File: src/rtl/color_classifier.sv
`timescale 1ns/1ps
`default_nettype none
// ============================================================================
//  Module   : color_classifier
//  Purpose  : Periodically samples RGBC high bytes, normalises R/G/B against
//             clear with a restoring divider and publishes a colour class.
//             Optional debounce: define CLASSIFIER_STABILITY_FILTER_EN.
//  Revision : 1.0  initial release
// ============================================================================
module color_classifier #(
    parameter int SAMPLE_DIV   = 36000,
    parameter int DARK_TH      = 16,
    parameter int GRAY_MARGIN  = 24,
    parameter int STABLE_COUNT = 3
) (
    input  logic       clk,
    input  logic       rst,
    input  logic [7:0] red,
    input  logic [7:0] green,
    input  logic [7:0] blue,
    input  logic [7:0] clear,
    output logic [2:0] color,
    output logic       color_valid,
    output logic [7:0] norm_r,
    output logic [7:0] norm_g,
    output logic [7:0] norm_b,
    output logic       busy
);

    localparam int         c_timer_w = $clog2(SAMPLE_DIV);
    localparam logic [8:0] c_dark_th = 9'(DARK_TH);
    localparam logic [8:0] c_gray    = 9'(GRAY_MARGIN);

    localparam logic [2:0] c_cls_dark  = 3'd0;
    localparam logic [2:0] c_cls_red   = 3'd1;
    localparam logic [2:0] c_cls_green = 3'd2;
    localparam logic [2:0] c_cls_blue  = 3'd3;
    localparam logic [2:0] c_cls_white = 3'd4;

    if (SAMPLE_DIV < 64 || STABLE_COUNT < 1) begin : g_param_check
        $error("color_classifier: SAMPLE_DIV must be >= 64 and STABLE_COUNT >= 1");
    end

    typedef enum logic [2:0] {
        S_IDLE     = 3'd0,
        S_CAPTURE  = 3'd1,
        S_DIV      = 3'd2,
        S_CLASSIFY = 3'd3,
        S_FILTER   = 3'd4
    } state_t;

    state_t                 r_state;
    logic [c_timer_w-1:0]   r_timer;
    logic [7:0]             r_g;
    logic [7:0]             r_b;
    logic [7:0]             r_clear;
    logic [15:0]            r_num;
    logic [7:0]             r_rem;
    logic [15:0]            r_quot;
    logic [3:0]             r_bit;
    logic [1:0]             r_ch;
    logic [7:0]             r_q_r;
    logic [7:0]             r_q_g;
    logic [7:0]             r_q_b;
    logic [2:0]             r_class;

    function automatic logic [15:0] f_scale(input logic [7:0] v);
        return {v, 8'h00} - {8'h00, v};
    endfunction

    logic w_tick;
    assign w_tick = (r_timer == c_timer_w'(SAMPLE_DIV - 1));

    // One restoring-division step; the remainder always stays below the divisor.
    logic [8:0]  w_shift;
    logic        w_ge;
    logic [7:0]  w_rem_nxt;
    logic [15:0] w_quot_nxt;
    logic [7:0]  w_sat;
    logic [15:0] w_next_num;

    assign w_shift    = {r_rem, r_num[15]};
    assign w_ge       = (w_shift >= {1'b0, r_clear});
    assign w_rem_nxt  = w_ge ? 8'(w_shift - {1'b0, r_clear}) : w_shift[7:0];
    assign w_quot_nxt = {r_quot[14:0], w_ge};
    assign w_sat      = (r_clear == 8'd0)     ? 8'd0  :
                        (|w_quot_nxt[15:8])   ? 8'hFF : w_quot_nxt[7:0];
    assign w_next_num = (r_ch == 2'd0) ? f_scale(r_g) : f_scale(r_b);

    logic [7:0] w_max;
    logic [7:0] w_min;
    logic [7:0] w_spread;
    logic [2:0] w_class;

    always_comb begin
        w_max = r_q_r;
        if (r_q_g > w_max) w_max = r_q_g;
        if (r_q_b > w_max) w_max = r_q_b;
        w_min = r_q_r;
        if (r_q_g < w_min) w_min = r_q_g;
        if (r_q_b < w_min) w_min = r_q_b;
        w_spread = w_max - w_min;

        if ({1'b0, r_clear} < c_dark_th)
            w_class = c_cls_dark;
        else if ({1'b0, w_spread} < c_gray)
            w_class = c_cls_white;
        else if (r_q_r >= r_q_g && r_q_r >= r_q_b)
            w_class = c_cls_red;
        else if (r_q_g >= r_q_b)
            w_class = c_cls_green;
        else
            w_class = c_cls_blue;
    end

    logic       w_publish;
    logic [2:0] w_color_nxt;

`ifdef CLASSIFIER_STABILITY_FILTER_EN
    localparam int                 c_cnt_w  = $clog2(STABLE_COUNT + 1);
    localparam logic [c_cnt_w-1:0] c_stable = c_cnt_w'(STABLE_COUNT);

    logic [2:0]         r_cand;
    logic [c_cnt_w-1:0] r_cnt;
    logic [2:0]         w_cand_nxt;
    logic [c_cnt_w-1:0] w_cnt_nxt;

    always_comb begin
        w_cand_nxt = r_cand;
        w_cnt_nxt  = r_cnt;
        if (r_class == r_cand) begin
            if (r_cnt != c_stable)
                w_cnt_nxt = r_cnt + 1'b1;
        end else begin
            w_cand_nxt = r_class;
            w_cnt_nxt  = c_cnt_w'(1);
        end
    end

    assign w_publish   = (w_cnt_nxt == c_stable) && (w_cand_nxt != color);
    assign w_color_nxt = w_cand_nxt;
`else
    assign w_publish   = (r_class != color);
    assign w_color_nxt = r_class;
`endif

    always_ff @(posedge clk or negedge rst) begin
        if (!rst) begin
            r_state     <= S_IDLE;
            r_timer     <= '0;
            r_g         <= '0;
            r_b         <= '0;
            r_clear     <= '0;
            r_num       <= '0;
            r_rem       <= '0;
            r_quot      <= '0;
            r_bit       <= '0;
            r_ch        <= '0;
            r_q_r       <= '0;
            r_q_g       <= '0;
            r_q_b       <= '0;
            r_class     <= '0;
            color       <= '0;
            color_valid <= 1'b0;
            norm_r      <= '0;
            norm_g      <= '0;
            norm_b      <= '0;
            busy        <= 1'b0;
`ifdef CLASSIFIER_STABILITY_FILTER_EN
            r_cand      <= '0;
            r_cnt       <= '0;
`endif
        end else begin
            r_timer     <= w_tick ? '0 : r_timer + 1'b1;
            color_valid <= 1'b0;

            case (r_state)
                S_IDLE: begin
                    if (w_tick) begin
                        r_state <= S_CAPTURE;
                        busy    <= 1'b1;
                    end
                end
                S_CAPTURE: begin
                    // Red is scaled straight from the port in the same edge it would be latched.
                    r_g     <= green;
                    r_b     <= blue;
                    r_clear <= clear;
                    r_num   <= f_scale(red);
                    r_rem   <= '0;
                    r_quot  <= '0;
                    r_bit   <= '0;
                    r_ch    <= '0;
                    r_state <= S_DIV;
                end
                S_DIV: begin
                    r_bit <= r_bit + 1'b1;
                    if (r_bit == 4'd15) begin
                        case (r_ch)
                            2'd0:    r_q_r <= w_sat;
                            2'd1:    r_q_g <= w_sat;
                            default: r_q_b <= w_sat;
                        endcase
                        r_rem  <= '0;
                        r_quot <= '0;
                        r_num  <= w_next_num;
                        r_ch   <= r_ch + 1'b1;
                        if (r_ch == 2'd2)
                            r_state <= S_CLASSIFY;
                    end else begin
                        r_rem  <= w_rem_nxt;
                        r_quot <= w_quot_nxt;
                        r_num  <= {r_num[14:0], 1'b0};
                    end
                end
                S_CLASSIFY: begin
                    r_class <= w_class;
                    r_state <= S_FILTER;
                end
                S_FILTER: begin
                    norm_r <= r_q_r;
                    norm_g <= r_q_g;
                    norm_b <= r_q_b;
`ifdef CLASSIFIER_STABILITY_FILTER_EN
                    r_cand <= w_cand_nxt;
                    r_cnt  <= w_cnt_nxt;
`endif
                    if (w_publish) begin
                        color       <= w_color_nxt;
                        color_valid <= 1'b1;
                    end
                    busy    <= 1'b0;
                    r_state <= S_IDLE;
                end
                default: begin
                    busy    <= 1'b0;
                    r_state <= S_IDLE;
                end
            endcase
        end
    end

endmodule
`default_nettype wire

File: config.mk
export PLATFORM = sky130hd
export DESIGN_NAME = color_classifier
export DESIGN_NICKNAME = d
export VERILOG_FILES = /design/src/rtl/color_classifier.sv
export SDC_FILE = /design/constraint.sdc
export NUM_CORES = 1
export LEC_CHECK = 0
export BUFFER_PORTS_ARGS = -buffer_cell sky130_fd_sc_hd__buf_2
export CAP_MARGIN = 25
export CORE_MARGIN = 2
export CORE_UTILIZATION = 43
export DETAILED_ROUTE_END_ITERATION = 10
export PLACE_DENSITY_LB_ADDON = 0.3
export SYNTH_ARGS = -nofsm -noshare
export SYNTH_HDL_FRONTEND = slang
export SYNTH_SLANG_ARGS = --single-unit
export TNS_END_PERCENT = 5
File: constraint.sdc
create_clock -name clk -period 4.9 [get_ports clk]
set_clock_uncertainty 0.05 [all_clocks]
set_input_delay 0.49 -clock clk [delete_from_list [all_inputs] [get_ports clk]]
set_output_delay 0.49 -clock clk [all_outputs]
set_load 0.02 [all_outputs]
* After elaboration in Yosys (flattened, before gate mapping)
Cells that the tools add are included.
** Cells by class
- Muxes and demuxes :: 30
- Order comparisons :: 10
- Eq/ne operators :: 12
- Add/sub/neg operators :: 8
- Bitwise gates (word level) :: 2
- Reduce and logical (&&, ||, !) cells :: 15
** Operators with widths (count)
- $mux W8 :: 8
- $mux W16 :: 3
- $sub A16 B8 Y16 :: 3
- $pmux W16 S2 :: 1
- $pmux W15 S2 :: 1
- $ge A8 B8 Y1 :: 3
- $add A16 B1 Y16 const B :: 1
- $eq A16 B16 Y1 const B :: 1
- $gt A8 B8 Y1 :: 2
- $lt A8 B5 Y1 const B :: 2
- $lt A8 B8 Y1 :: 2
- $pmux W8 S2 :: 1
- $sub A8 B8 Y8 :: 2
- $mux W15 :: 1
- $mux W3 :: 5
- $pmux W3 S4 :: 1
- $reduce_and A3 Y1 :: 4
- $ge A9 B8 Y1 :: 1
- $logic_not A8 Y1 :: 1
- $pmux W4 S2 :: 1
- $reduce_or A8 Y1 :: 1
- $eq A3 B2 Y1 const B :: 2
- $ne A2 B2 Y1 const B :: 3
- $reduce_and A2 Y1 :: 3
- 19 further kinds :: 24
** Storage, ports and cells
- Input bits :: 34
- Word-level logic and storage cells :: 97
- Bits in registers :: 144
- Output and inout bits :: 29

* Logic depth before layout (Yosys ltp)
- Word-level depth :: 8
- Depth in mapped cells :: 26

* Worst setup path before layout
No wires, ideal clock.
- Path type :: register -> register
- Start :: register r_q_r[5]
- End :: register r_class[0]
- Required time :: 4.724 ns
- Path buffers :: 2
- Setup slack :: -0.143 ns
- Period minus slack after synthesis :: 5.043 ns
- Stages on the path, launching flop included :: 26
- Data arrival time :: 4.867 ns
- Cell sequence :: dfrtp_1 ha_1 a211o_1 nand2_2 nand2b_4 o21ai_0 clkbuf_1 nor2_1 a21oi_1 ha_1 a21o_1 a21oi_1 o21ai_0 nor3_1 a31oi_2 clkbuf_1 o21ai_0 ha_1 a21o_1 a21o_1 a21o_1 nor2_1 o21ai_2 a211o_1 a22oi_2 o21ai_1
** On the way
- Cells in the longest elaborated chain, start to end :: 8
- Elaborated cells between the ends (all ways) :: 16
- Classes of those cells :: 1 x add/sub; 7 x order compare; 7 x mux; 1 x reduce/logical
** RTL lines
- from (decl) :: line 62 : logic [7:0] r_q_r;
- from (signal assigned) :: line 200 : 2'd0: r_q_r <= w_sat;
- $gt A8 B8 Y1 or $lt A8 B8 Y1 (tied branches) :: line 97, 100
- $mux W8 (on tied branches) :: line 97, 100
- $gt A8 B8 Y1 or $lt A8 B8 Y1 (tied branches) :: line 98, 101
- $mux W8 (on tied branches) :: line 98, 101
- $sub A8 B8 Y8 :: line 102 : w_spread = w_max - w_min;
- $lt A8 B5 Y1 :: line 106 : else if ({1'b0, w_spread} < c_gray)
- $mux W3 * :: line 106
- $mux W3 * :: line 104 : if ({1'b0, r_clear} < c_dark_th)
- to (signal assigned) :: line 217 : r_class <= w_class;
- to (decl) :: line 65 : logic [2:0] r_class;
Mark *: on every way between the ends. The rest lies on a longest branch, timed or not.
A chain may end at the register's enable or synchronous reset.

* Final worst setup path
- Start :: register r_q_g[6]
- End :: register r_class[2]
** On the way
- Cells in the longest elaborated chain, start to end :: 8
- Elaborated cells between the ends (all ways) :: 12
- Classes of those cells :: 1 x add/sub; 5 x order compare; 6 x mux
** RTL lines
- from (decl) :: line 63 : logic [7:0] r_q_g;
- from (signal assigned) :: line 201 : 2'd1: r_q_g <= w_sat;
- $gt A8 B8 Y1 or $lt A8 B8 Y1 (tied branches) :: line 97, 100
- $mux W8 (on tied branches) :: line 97, 100
- $gt A8 B8 Y1 or $lt A8 B8 Y1 (tied branches) :: line 98, 101
- $mux W8 (on tied branches) :: line 98, 101
- $sub A8 B8 Y8 * :: line 102
- $lt A8 B5 Y1 * :: line 106
- $mux W3 * :: line 106
- $mux W3 * :: line 104
Marks and branches as above.

==> impl_metrics.csv <==
group,metric,value,unit
outcome,status,"finished clean",
clock_tree,clkSinkCount,144,
die,start_util,0.437,
run,cap_violations,0,
detailed_routing,detail-route-antenna-nets,0,
synthesis,synth-main-ff-cell,"dfrtp_1",
die,rows,51,
critical_path,cp-startpoint,"r_q_g[6]$_DFFE_PN0P_",
cells_and_area,final_util,0.522,
global_route,grt_max_degree,54,
placement,dp_hpwl,15.1,mm
synthesis,syn_area,0.00848,mm2
synthesis,synth_most_common_cell,"dfrtp_1",
global_route,grt_overflow,0,
sta,worst_hold_slack,0.194,ns
placement,gp_congestion,0.969,
clock_tree,h-tree-depth,4,
power_and_ir_drop,p_leak,4.76,nW
critical_path,arrival,5.04,ns
die,pin_count,63,
critical_path,rr_startpoint,"r_q_g[6]$_DFFE_PN0P_",
synthesis,yosys-top-cells-area,"dfrtp_1 (42%), ha_1 (9.0%), nand2_1 (6.2%), o21ai_0 (5.5%), mux2_2 (3.6%)",
cells_and_area,fill_cells,1824,
clock_tree,clkTransAtPathRegs,0.06,ns
critical_path,r2r_slack,0.17,ns
critical_path,slowest_stage,"dfrtp_1",
critical_path,path_class,"reg -> reg",
clock_tree,cts_tree,"done",
critical_path,crit_required,5.21,ns
die,die_y,144,um
sta,worst_pin_slew,0.872,ns
synthesis,synthArstFlopShare,1.00,
critical_path,end_kind,"flip-flop",
sta,fmax,212,MHz
die,die_w,144,um
critical_path,r2r_cells,24,
sta,period_share,0.965,
placement,dp_slack,-0.0879,ns
sta,report.final.slew_viol_count,0,
cells_and_area,nets,1116,
clock_tree,cts_root_buffer,"clkbuf_16",
synthesis,synth_common_cells,"dfrtp_1 (144), nand2_1 (141), o21ai_0 (93), nor2_1 (66), ha_1 (61)",
sta,setup_viol,0,
die,die_area,0.0209,mm2
synthesis,synth.top_cell.area_share,0.425,
detailed_routing,avgRoutedWirePerCell,16.4,um
clock_tree,cts_made_buffers,17,
power_and_ir_drop,p_comb_frac,0.020,
placement,port_buffers,62,
synthesis,synth_seq_cells,144,
critical_path,start_kind,"flip-flop",
sta,relSlewSlack,0.413,
synthesis,syn_area_per_cell,9.15,um2
clock_tree,clk_latency,0.43,ns
synthesis,synthCells,927,
cells_and_area,drive_above_1_share,0.201,
synthesis,syn_nets,1023,
global_route,track_usage,0.212,
synthesis,yosys_warnings,0,
critical_path,r2r_end,"r_class[2]$_DFFE_PN0P_",
detailed_routing,firstDrtPassIters,5,
critical_path,critPathMaxStageDelay,0.35,ns
sta,setup_slack,0.173,ns
detailed_routing,drtIter0Drc,544,
power_and_ir_drop,seq_power_share,0.445,
detailed_routing,viasPerCell,5.53,
critical_path,cp_max_fo,7,
power_and_ir_drop,cellPowerDensity,264,mW/mm2
global_route,grt_pass1_wl,34.5,mm
cells_and_area,diodes,0,
critical_path,crit_end,"r_class[2]$_DFFE_PN0P_",
cells_and_area,syn_to_final_growth,19.5,%
detailed_routing,wirelength,21.3,mm
power_and_ir_drop,p_sw_frac,0.210,
critical_path,cp_cell_sequence,"inv_1, ha_4, nand4_1, a21oi_2, o21ai_2, buf_6, buf_6, a21oi_1, ha_1, nand4_1, o21ai_1, nor3_2, a31oi_2, nand2_1, o21ai_1, ha_1, a21o_1, a21o_1, a21o_1, nor2_2, o21ai_2, a211o_1, a22oi_2, a22o_1",
detailed_routing,drc_errors,0,
sta,hold_violations,0,
detailed_routing,vias,7172,
synthesis,yosysSeqAreaShare,0.425,
clock_tree,cts.path.max_buffers,2,
synthesis,synth-edff-count,0,
synthesis,synth.largest_area_cell,"dfrtp_1",
global_route,antenna_found_initial,0,
critical_path,worst_path_most_repeated_cell,"a21o_1",
power_and_ir_drop,internal_power,2.11,mW
global_route,grt_pass1_vias,6783,
power_and_ir_drop,p_switching,0.561,mW
power_and_ir_drop,power.total,2.67,mW
power_and_ir_drop,clock_power_share,0.534,
sta,min_period,4.73,ns
die,placeableCoreArea,0.0194,mm2
power_and_ir_drop,ir_worst_vdd,0.000274,V
synthesis,synth_cell_types,69,
min_path,hp-class,"in -> reg",
-- critical path, delay by kind of cell, from the launching register on --
kind / cells / cell delay (ns)
AO/OA/AOI/OAI: 13 / 2.16
adder cells (fa/ha/maj): 3 / 0.93
AND/OR/NAND/NOR: 5 / 0.80
flip-flops: 1 / 0.35
buffers and inverters: 3 / 0.34
-- layer usage --
layer | track usage | up-vias | part of all wire
li1 | - | 3481 | -
met1 | 0.290 | 3461 | 0.48
met2 | 0.341 | 190 | 0.46
met3 | 0.0368 | 40 | 0.040
met4 | 0.0695 | 0 | 0.021
met5 | 0 | - | 0
-- kinds of logic after synthesis --
| group | after synthesis | synth area share |
|---|---|---|
| mux | 40 | 0.0516 |
| buf+inv | 81 | 0.0360 |
| flops | 144 | 0.425 |
| fa+ha+maj | 62 | 0.0924 |
| compound gates | 246 | 0.185 |
| xor+xnor | 34 | 0.0351 |
| simple gates | 320 | 0.175 |
-- stage by stage --
step / TNS [ns] / std cells / area (um2)
global route: -0.229 / 1298 / 10100
finish: 0 / 1298 / 10100
global placement: 0 / 1248 / 9220
CTS: 0 / 1282 / 9900
floorplan: 0 / 927 / 8480
detailed placement: -0.198 / 1248 / 9220
-- how the worst min path moves through the flow --
| stage | start | endpoint | cells after the start |
|---|---|---|---|
| floorplan | rst | busy$_DFFE_PN0P_ | 0 |
| global placement | rst | r_b[3]$_DFFE_PN0P_ | 1 |
| detailed placement | rst | r_b[0]$_DFFE_PN0P_ | 1 |
| CTS | green[2] | r_g[2]$_DFFE_PN0P_ | 3 |
| global route | green[4] | r_g[4]$_DFFE_PN0P_ | 3 |
| finish | green[3] | r_g[3]$_DFFE_PN0P_ | 3 |
-- final cells by class --
type	count	area (um2)	share of cell area
Tap cell	265	332	0.0327
Clock buffer	19	433	0.0427
Sequential cell	144	3600	0.356
Multi-Input combinational cell	702	4700	0.464
Clock inverter	13	209	0.0206
Timing Repair Buffer	109	683	0.0674
Inverter	46	173	0.0170
-- layout by cell type (no fill, tap or decap), types with 6 or more instances in the layout --
cell	count
a31oi_1	6
nand4_1	11
a22o_1	18
mux2_2	27
nand2b_1	11
or4_1	6
nor4_1	6
and2_1	8
buf_2	61
inv_1	43
o211ai_1	7
nor3_1	11
clkbuf_16	17
a21oi_1	46
mux2i_1	8
nor2b_1	9
o21ai_0	85
and3_1	6
nand2_1	140
a211oi_1	9
buf_4	43
dfrtp_1	144
o21ai_1	9
or3_1	7
xor2_1	16
ha_1	56
nand3_1	21
a21oi_2	8
xnor2_1	18
nor2_1	63
a21o_1	8
-- power groups by stage --
stage	Combinational [mW]	Sequential (mW)	Clock [mW]
2_1_floorplan	0.0109	1.21	0
3_3_place_gp	0.0551	1.21	0
3_5_place_dp	0.0558	1.21	0
4_1_cts	0.0566	1.19	1.45
5_1_grt	0.0633	1.19	1.50
6_report	0.0547	1.19	1.43
-- flip-flops by register name (all words and copies together), names as in the netlist --
name	flops
color	3
r_timer	16
norm_g	8
r_q_g	8
r_quot	15
r_clear	8
r_q_r	8
r_ch	2
r_bit	4
norm_r	8
r_state	3
r_num	16
r_class	3
r_b	8
r_rem	8
color_valid	1
r_g	8
norm_b	8
busy	1
r_q_b	8
-- repair_timing --
item	in CTS	in global routing
gates resized for setup	4	35
pin swaps	1	21
buffers inserted	1	16
endpoints found under the setup margin	3	3
endpoints found under the hold margin	42	0
hold buffers	1	0
(Power assumes the default switching activity.)
